[config.mk]
export PLATFORM = sky130hd
export DESIGN_NAME = mem_arbiter
export DESIGN_NICKNAME = d
export VERILOG_FILES = /design/src/rtl/mem_arbiter.sv
export SDC_FILE = /design/constraint.sdc
export NUM_CORES = 1
export LEC_CHECK = 0
export CAP_MARGIN = 40
export CORE_ASPECT_RATIO = 0.7
export CORE_UTILIZATION = 38
export DETAILED_ROUTE_END_ITERATION = 8
export GPL_ROUTABILITY_DRIVEN = 0
export GPL_TIMING_DRIVEN = 0
export HOLD_SLACK_MARGIN = 0.12
export PLACE_DENSITY = 0.82
export SETUP_SLACK_MARGIN = 0.05
export SYNTH_ARGS = -nofsm -noshare
export SYNTH_HDL_FRONTEND = slang
export SYNTH_SLANG_ARGS = --single-unit
[constraint.sdc]
create_clock -name clk -period 2 [get_ports clk]
set_clock_uncertainty 0.15 [all_clocks]
set_input_delay 0.4 -clock clk [delete_from_list [all_inputs] [get_ports clk]]
set_output_delay 0.4 -clock clk [all_outputs]
set_load 0.02 [all_outputs]
[src/rtl/mem_arbiter.sv]
// Sole master of the shared pipelined main memory: arbitrates I-fill, D-fill and D write-through,
// runs each fill as a non-preemptible burst and steers tagged return words to the granted cache.
module mem_arbiter #(
    parameter int unsigned MEM_LAT   = 4,
    parameter int unsigned BURST_LEN = 8,
    parameter int unsigned ADDR_W    = 16
) (
    input  logic              clk,
    input  logic              rst_n,
    input  logic              i_req,
    input  logic [ADDR_W-1:0] i_addr,
    input  logic              d_req,
    input  logic [ADDR_W-1:0] d_addr,
    input  logic              wr_req,
    input  logic [ADDR_W-1:0] wr_addr,
    input  logic [15:0]       wr_data,
    output logic [ADDR_W-1:0] mem_addr,
    output logic              mem_enable,
    output logic              mem_wr,
    output logic [15:0]       mem_data_in,
    input  logic [15:0]       mem_data_out,
    input  logic              mem_data_valid,
    output logic [15:0]       rd_data,
    output logic [2:0]        rd_word,
    output logic              i_valid,
    output logic              d_valid,
    output logic              i_done,
    output logic              d_done,
    output logic              wr_ack,
    output logic              busy
);

    typedef enum logic [1:0] {StIdle, StWrite, StIssue, StDrain} state_e;

    localparam logic [2:0] LastWord = 3'(BURST_LEN - 1);

    state_e              state_q, state_d;
    logic [ADDR_W-5:0]   base_q;
    logic [2:0]          iss_cnt_q, ret_cnt_q;
    logic                fill_i_q, last_data_q;
    logic [15:0]         rd_data_q;
    logic [2:0]          rd_word_q;
    logic                i_valid_q, d_valid_q, i_done_q, d_done_q;
    logic                take_i, take_d, take_wr;
    logic                ret_en;

    // Low address bits select a byte within the block and are never used for fills.
    logic unused_bits;
    assign unused_bits = ^{i_addr[3:0], d_addr[3:0]} ^ (MEM_LAT == 0);

    always_comb begin
        state_d     = state_q;
        take_i      = 1'b0;
        take_d      = 1'b0;
        take_wr     = 1'b0;
        mem_enable  = 1'b0;
        mem_wr      = 1'b0;
        mem_addr    = '0;
        mem_data_in = '0;
        wr_ack      = 1'b0;
        unique case (state_q)
            StIdle: begin
                // D-class wins unless I is also waiting and D-class had the previous grant.
                if ((wr_req || d_req) && !(i_req && last_data_q)) begin
                    if (wr_req) begin
                        take_wr = 1'b1;
                        state_d = StWrite;
                    end else begin
                        take_d  = 1'b1;
                        state_d = StIssue;
                    end
                end else if (i_req) begin
                    take_i  = 1'b1;
                    state_d = StIssue;
                end
            end
            StWrite: begin
                mem_enable  = 1'b1;
                mem_wr      = 1'b1;
                mem_addr    = wr_addr;
                mem_data_in = wr_data;
                wr_ack      = 1'b1;
                state_d     = StIdle;
            end
            StIssue: begin
                mem_enable = 1'b1;
                mem_addr   = {base_q, iss_cnt_q, 1'b0};
                if (iss_cnt_q == LastWord) begin
                    state_d = StDrain;
                end
            end
            StDrain: begin
                // Leave in the cycle that presents the final word so IDLE follows done.
                if (i_done_q || d_done_q) begin
                    state_d = StIdle;
                end
            end
            default: state_d = StIdle;
        endcase
    end

    assign ret_en = mem_data_valid && (state_q == StIssue || state_q == StDrain);

    always_ff @(posedge clk or negedge rst_n) begin
        if (!rst_n) begin
            state_q <= StIdle;
        end else begin
            state_q <= state_d;
        end
    end

    always_ff @(posedge clk or negedge rst_n) begin
        if (!rst_n) begin
            base_q      <= '0;
            iss_cnt_q   <= '0;
            ret_cnt_q   <= '0;
            fill_i_q    <= 1'b0;
            last_data_q <= 1'b0;
            rd_data_q   <= '0;
            rd_word_q   <= '0;
            i_valid_q   <= 1'b0;
            d_valid_q   <= 1'b0;
            i_done_q    <= 1'b0;
            d_done_q    <= 1'b0;
        end else begin
            i_valid_q <= 1'b0;
            d_valid_q <= 1'b0;
            i_done_q  <= 1'b0;
            d_done_q  <= 1'b0;
            if (take_i || take_d || take_wr) begin
                last_data_q <= ~take_i;
            end
            if (take_i || take_d) begin
                base_q    <= take_i ? i_addr[ADDR_W-1:4] : d_addr[ADDR_W-1:4];
                fill_i_q  <= take_i;
                iss_cnt_q <= '0;
                ret_cnt_q <= '0;
            end
            if (state_q == StIssue) begin
                iss_cnt_q <= iss_cnt_q + 3'd1;
            end
            if (ret_en) begin
                rd_data_q <= mem_data_out;
                rd_word_q <= ret_cnt_q;
                ret_cnt_q <= ret_cnt_q + 3'd1;
                i_valid_q <= fill_i_q;
                d_valid_q <= ~fill_i_q;
                if (ret_cnt_q == LastWord) begin
                    i_done_q <= fill_i_q;
                    d_done_q <= ~fill_i_q;
                end
            end
        end
    end

    assign rd_data = rd_data_q;
    assign rd_word = rd_word_q;
    assign i_valid = i_valid_q;
    assign d_valid = d_valid_q;
    assign i_done  = i_done_q;
    assign d_done  = d_done_q;
    assign busy    = (state_q != StIdle);

endmodule
# [Yosys cells after proc, flatten, opt, wreduce, memory -nomap -nowiden]
# Index checks and enable logic that the tools add are counted.
[totals] reg_bits=45 latch_bits=0 mem_bits_rw=0 mem_bits_ro=0 in_bits=86 output_inout_bits=59 wordCells=68 memories=0
[classes] addsub=2 multipliers=0 n_div=0 magnitude_cmp=0 eq_ne=8 n_shift=0 muxes=29 n_bitwise=2 reduce_logical=15
[ops] op="16-bit one-hot mux with 2 select lines" count=1
[ops] op="1-bit 2-to-1 mux" count=17
[ops] op="16-bit 2-to-1 mux" count=1
[ops] op="12-bit 2-to-1 mux" count=1
[ops] op="2-bit 2-to-1 mux" count=5
[ops] op="3-bit 2-to-1 mux" count=3
[ops] op="2-bit one-hot mux with 4 select lines" count=1
[ops] op="3-bit by 1-bit adder with 3-bit output, second input constant" count=2
[ops] op="3-bit == test, second input constant" count=2
[ops] op="2-bit nonzero test" count=3
[ops] op="1-bit logical OR" count=5
[ops] op="2-bit == test, second input constant" count=2
[ops] op="2-bit inequality test, second input constant" count=2
[ops] op="1-bit logical AND" count=3
[ops] op="3-bit inequality test, second input constant" count=1
[ops] op="3-bit AND reduction" count=1
[ops] op="2-bit by 1-bit == test with 1-bit output, second input constant" count=1
[ops] op="2-bit zero test" count=1
[ops] op="1-bit NOT" count=2
[ops] op="2-bit OR reduction" count=1
[ops] op="1-bit zero test" count=1

# [Depth between registers and ports, before layout]
[logic_depth] ltp_word=8 depth_mapped=7 depth_no_buf=6

# [Least setup slack after synthesis]
# No wires, ideal clock.
[synth_timing] path_type="flip-flop to output port" start="register state_q[1]" end="output port mem_addr[10]" t_arrival_ns=1.579 slack_ns=-0.129 stages_incl_launch_ff=6 path_buffers=1 cell_sequence="dfrtp_1 -> inv_1 -> ha_1 -> clkbuf_1 -> a22oi_1 -> nor2b_1"
[synth_between] elab_chain_cells=2
[synth_rtl] item="start: declaration" line_no="37" rtl="state_e state_q, state_d;"
[synth_rtl] item="start signal: assignment" line_no="106" rtl="state_q <= StIdle;"
[synth_rtl] item="start signal: assignment" line_no="108" rtl="state_q <= state_d;"
[synth_rtl] item="2-bit == test or 2-bit by 1-bit == test with 1-bit output (tied branches)" line_no="61" rtl="unique case (state_q)"
[synth_rtl] item="16-bit one-hot mux with 2 select lines (*)" line_no="61"
[synth_rtl] item="end: declaration" line_no="17" rtl="output logic [ADDR_W-1:0] mem_addr,"
# Mark *: on every way between the ends. The rest lies on a longest branch, timed or not.

# [Worst setup path in the final report]
[layout_timing] start="register state_q[0]" end="output port mem_addr[14]"
# The elaborated chain is that of the path after synthesis.

==> impl_metrics.sql <==
INSERT INTO impl_metrics (metric_group, metric, value, unit) VALUES
('global_routing', 'grt_antenna_before_repair', '0', ''),
('global_routing', 'grt_max_degree', '31', ''),
('worst_setup_path', 'worst-setup-path-type', 'reg2out', ''),
('global_routing', 'groute.usage.overall', '23.5', '%'),
('worst_setup_path', 'cp.arrival', '1.59', 'ns'),
('worst_hold_path', 'min_to', 'd_valid', ''),
('worst_hold_path', 'hold_start', 'fill_i_q', ''),
('sta', 'final-hold-violation-count', '0', ''),
('pwr', 'fraction_of_power_spent_switching_nets', '40.3', '%'),
('worst_setup_path', 'data_required_time_at_the_worst_endpoint', '1.45', 'ns'),
('place', 'post_placement_cell_area', '3910', 'um^2'),
('route', 'drtPass1Iterations', '4', ''),
('clock_tree', 'clkSlewWorstSetupHoldPaths', '0.09', 'ns'),
('flow_run', 'maxCapViolations', '0', ''),
('route', 'residual_drc_count', '0', ''),
('cells_and_area', 'mostFrequentLayoutCells', '99 x sky130_fd_sc_hd__clkdlybuf4s50_1, 70 x sky130_fd_sc_hd__nand2_1, 44 x sky130_fd_sc_hd__dfrtp_1, 26 x sky130_fd_sc_hd__buf_6, 16 x sky130_fd_sc_hd__mux2_2', ''),
('route', 'drtAntennaViolNets', '0', ''),
('sta', 'timing_max_transition_violations_final', '0', ''),
('sta', 'maxSlewHeadroom', '74.7', '%'),
('cells_and_area', 'antenna_cells', '0', ''),
('run_status', 'status', 'complete, but fails checks', ''),
('run_status', 'failed_checks', 'setup timing', ''),
('floorplan', 'initial_core_util', '40.7', '%'),
('logic_synthesis', 'postSynthAreaPerCell', '9.83', 'um^2'),
('pwr', 'irDropWorstVdd', '0.849', 'mV'),
('floorplan', 'fp.coreArea', '5900', 'um^2'),
('worst_setup_path', 'worstSetupEndpointType', 'output port', ''),
('route', 'drt_first_iter_violations', '95', ''),
('cells_and_area', 'nets', '499', ''),
('pwr', 'netSwitchingPower', '2.77', 'mW'),
('pwr', 'power.share.combinational', '65.7', '%'),
('worst_hold_path', 'hold_depth', '1', ''),
('worst_setup_path', 'worst-path-max-fanout', '10', ''),
('clock_tree', 'clock_tree.root_cell', 'sky130_fd_sc_hd__clkbuf_8', ''),
('global_routing', 'grt_overflow', '0', ''),
('pwr', 'power.static_leakage', '2.04', 'nW'),
('floorplan', 'overall_die_area', '6640', 'um^2'),
('route', 'route.detailed.vias_per_inst', '4.93', ''),
('clock_tree', 'cts_buffer_depth', '2', ''),
('cells_and_area', 'post_layout_nonfiller_instances', '480', ''),
('pwr', 'power_per_cell_area', '1540', 'nW/um^2'),
('worst_setup_path', 'timing.critical_path.from', 'state_q[0]', ''),
('place', 'hpwlAfterDp', '5.40', 'mm'),
('clock_tree', 'worst_skew_pair.late_latency', '0.30', 'ns'),
('sta', 'timing.final.crit_period', '2.14', 'ns'),
('sta', 'rsz_0062_raised_after_global_routing', 'yes', ''),
('clock_tree', 'tritoncts_num_sinks', '45', ''),
('sta', 'hold-worst-slack', '0.325', 'ns'),
('route', 'finalWirelength', '7.92', 'mm'),
('pwr', 'proportion_of_power_drawn_by_flip_flops_and_latches', '23.6', '%'),
('sta', 'report.final.setup_viol', '45', ''),
('cells_and_area', 'ratio_of_cells_with_drive_above_1_in_the_final_layout', '36.3', '%'),
('pwr', 'power.share.clock', '10.7', '%'),
('logic_synthesis', 'synth.distinct_cells', '25', ''),
('sta', 'actual_slew_at_the_worst_max_slew_pin', '0.380', 'ns'),
('worst_setup_path', 'r2r-start', 'state_q[1]', ''),
('clock_tree', 'htree_num_levels', '2', ''),
('worst_setup_path', 'regToRegEndpoint', 'base_q[4]', ''),
('place', 'post-place-cells', '456', ''),
('worst_setup_path', 'worst_r2r_path_depth', '8', ''),
('logic_synthesis', 'synthCells', '244', ''),
('route', 'routedWlPerCell', '16.5', 'um'),
('place', 'io_buffer_count', '136', ''),
('global_routing', 'number_of_global_route_vias_before_repair', '2405', ''),
('worst_setup_path', 'ff2ff_setup_slack', '-0.13', 'ns'),
('sta', 'fmaxAchievable', '468', 'MHz'),
('worst_hold_path', 'hold_path.class', 'reg2reg', ''),
('logic_synthesis', 'post_synth_instance_area', '2400', 'um^2'),
('floorplan', 'top_level_ports', '145', ''),
('logic_synthesis', 'synth-warning-count', '0', ''),
('sta', 'finalWorstSetupSlack', '-0.138', 'ns');
-- registers in the layout, summed over array words and instances, names as in the netlist --
signal       flops
rd_word          3
iss_cnt_q        3
ret_cnt_q        3
i_done           1
base_q          12
i_valid          1
state_q          2
d_valid          1
rd_data         16
d_done           1
fill_i_q         1
last_data_q      1
-- cells in the mapped netlist --
| cell type | n | area share [%] |
|---|---|---|
| sky130_fd_sc_hd__nand2_1 | 71 | 11 |
| sky130_fd_sc_hd__dfrtp_1 | 45 | 47 |
| sky130_fd_sc_hd__and2_1 | 17 | 4.4 |
| sky130_fd_sc_hd__mux2_2 | 16 | 7.5 |
| sky130_fd_sc_hd__a22oi_1 | 15 | 4.7 |
| sky130_fd_sc_hd__nor2b_1 | 15 | 3.9 |
| sky130_fd_sc_hd__clkbuf_1 | 10 | 1.6 |
| sky130_fd_sc_hd__ha_1 | 9 | 4.7 |
| sky130_fd_sc_hd__mux2_4 | 9 | 5.6 |
| sky130_fd_sc_hd__o21ai_0 | 9 | 1.9 |
| sky130_fd_sc_hd__inv_1 | 7 | 1.1 |
| sky130_fd_sc_hd__nor2_1 | 4 | 0.63 |
| sky130_fd_sc_hd__and3_1 | 2 | 0.52 |
| sky130_fd_sc_hd__buf_4 | 2 | 0.63 |
| sky130_fd_sc_hd__nand2b_1 | 2 | 0.52 |
| sky130_fd_sc_hd__o21ai_1 | 2 | 0.42 |
| sky130_fd_sc_hd__a21oi_4 | 1 | 0.68 |
| sky130_fd_sc_hd__a221oi_1 | 1 | 0.37 |
| sky130_fd_sc_hd__buf_6 | 1 | 0.47 |
| sky130_fd_sc_hd__mux2i_1 | 1 | 0.42 |
| sky130_fd_sc_hd__nand3_1 | 1 | 0.21 |
| sky130_fd_sc_hd__nor4_1 | 1 | 0.26 |
| sky130_fd_sc_hd__o21a_1 | 1 | 0.31 |
| sky130_fd_sc_hd__o21bai_4 | 1 | 0.78 |
| sky130_fd_sc_hd__o31ai_1 | 1 | 0.31 |
-- how the worst max path moves through the flow --
stage	end	slack, ns	cells past startpoint
final	mem_addr[14]	-0.14	6
after global routing	mem_addr[8]	-0.20	6
after CTS	mem_addr[8]	-0.13	6
after detailed placement	mem_addr[5]	-0.67	6
after global placement	rd_data[6]	-0.87	1
after floorplan	state_q[0]	0.06	6
-- final cells by class --
class / count / area, um^2
buffer: 13 / 158
clock buffer: 6 / 82.6
clock inverter: 2 / 37.5
fill: 403 / 1460
inverter: 7 / 31.3
multi-input combinational: 179 / 1420
sequential: 45 / 1130
tap: 75 / 93.8
timing repair buffer: 153 / 1490
-- per-layer routing --
metal	up-vias	part of all wire (%)	GRT usage (%)
li1	1129	-	-
met1	1158	41	29.4
met2	70	53	41.1
met3	11	4.9	6.33
met4	0	1.1	5.60
met5	-	0	0
-- worst max-delay path, stage by stage, from the launching register on --
cell and delay [ns]:
sky130_fd_sc_hd__dfrtp_1 0.42, sky130_fd_sc_hd__buf_6 0.14, sky130_fd_sc_hd__ha_4 0.19, sky130_fd_sc_hd__buf_8 0.15
sky130_fd_sc_hd__a22oi_2 0.20, sky130_fd_sc_hd__nor2b_4 0.06, sky130_fd_sc_hd__buf_6 0.13
-- power by group through the flow --
stage	clock [mW]	combinational [mW]	sequential, mW
detailed placement	0	3.50	1.59
floorplan	0	1.83	1.78
finish	0.732	4.51	1.62
global route	0.783	4.80	1.67
global placement	0	3.42	1.57
CTS	0.739	4.22	1.60
-- kinds of logic (layout without fill, tap and decap cells) --
logic type                 Yosys count  after routing  synth area share [%]
muxes                               26             26                  13.6
adders and majority gates            9              9                  4.69
buffers and inverters               20            181                  3.76
and+or+nand+nor                    113            113                  21.6
AOI/OAI and AO/OA                   31             31                  9.44
DFF                                 45             45                  46.9
-- stage by stage --
| stage | total power, mW | TNS, ns | util (%) | setup slack [ns] |
|---|---|---|---|---|
| 2_1_floorplan | 3.61 | 0 | - | 0.0598 |
| 3_3_place_gp | 4.99 | -58.02 | 66.0 | -0.866 |
| 3_5_place_dp | 5.10 | -21.22 | 66.3 | -0.667 |
| 4_1_cts | 6.56 | -4.16 | 73.6 | -0.128 |
| 5_1_grt | 7.25 | -6.92 | 75.3 | -0.196 |
| 6_report | 6.86 | -3.96 | 75.3 | -0.138 |
-- what timing repair did --
action	in CTS	in global routing
setup buffers	9	3
gates cloned	1	2
endpoints found under the hold margin	15	0
hold buffers	1	0
endpoints found under the setup margin	66	66
pin swaps	13	10
resized for setup	244	25
Power figures use the tool's default switching activity.
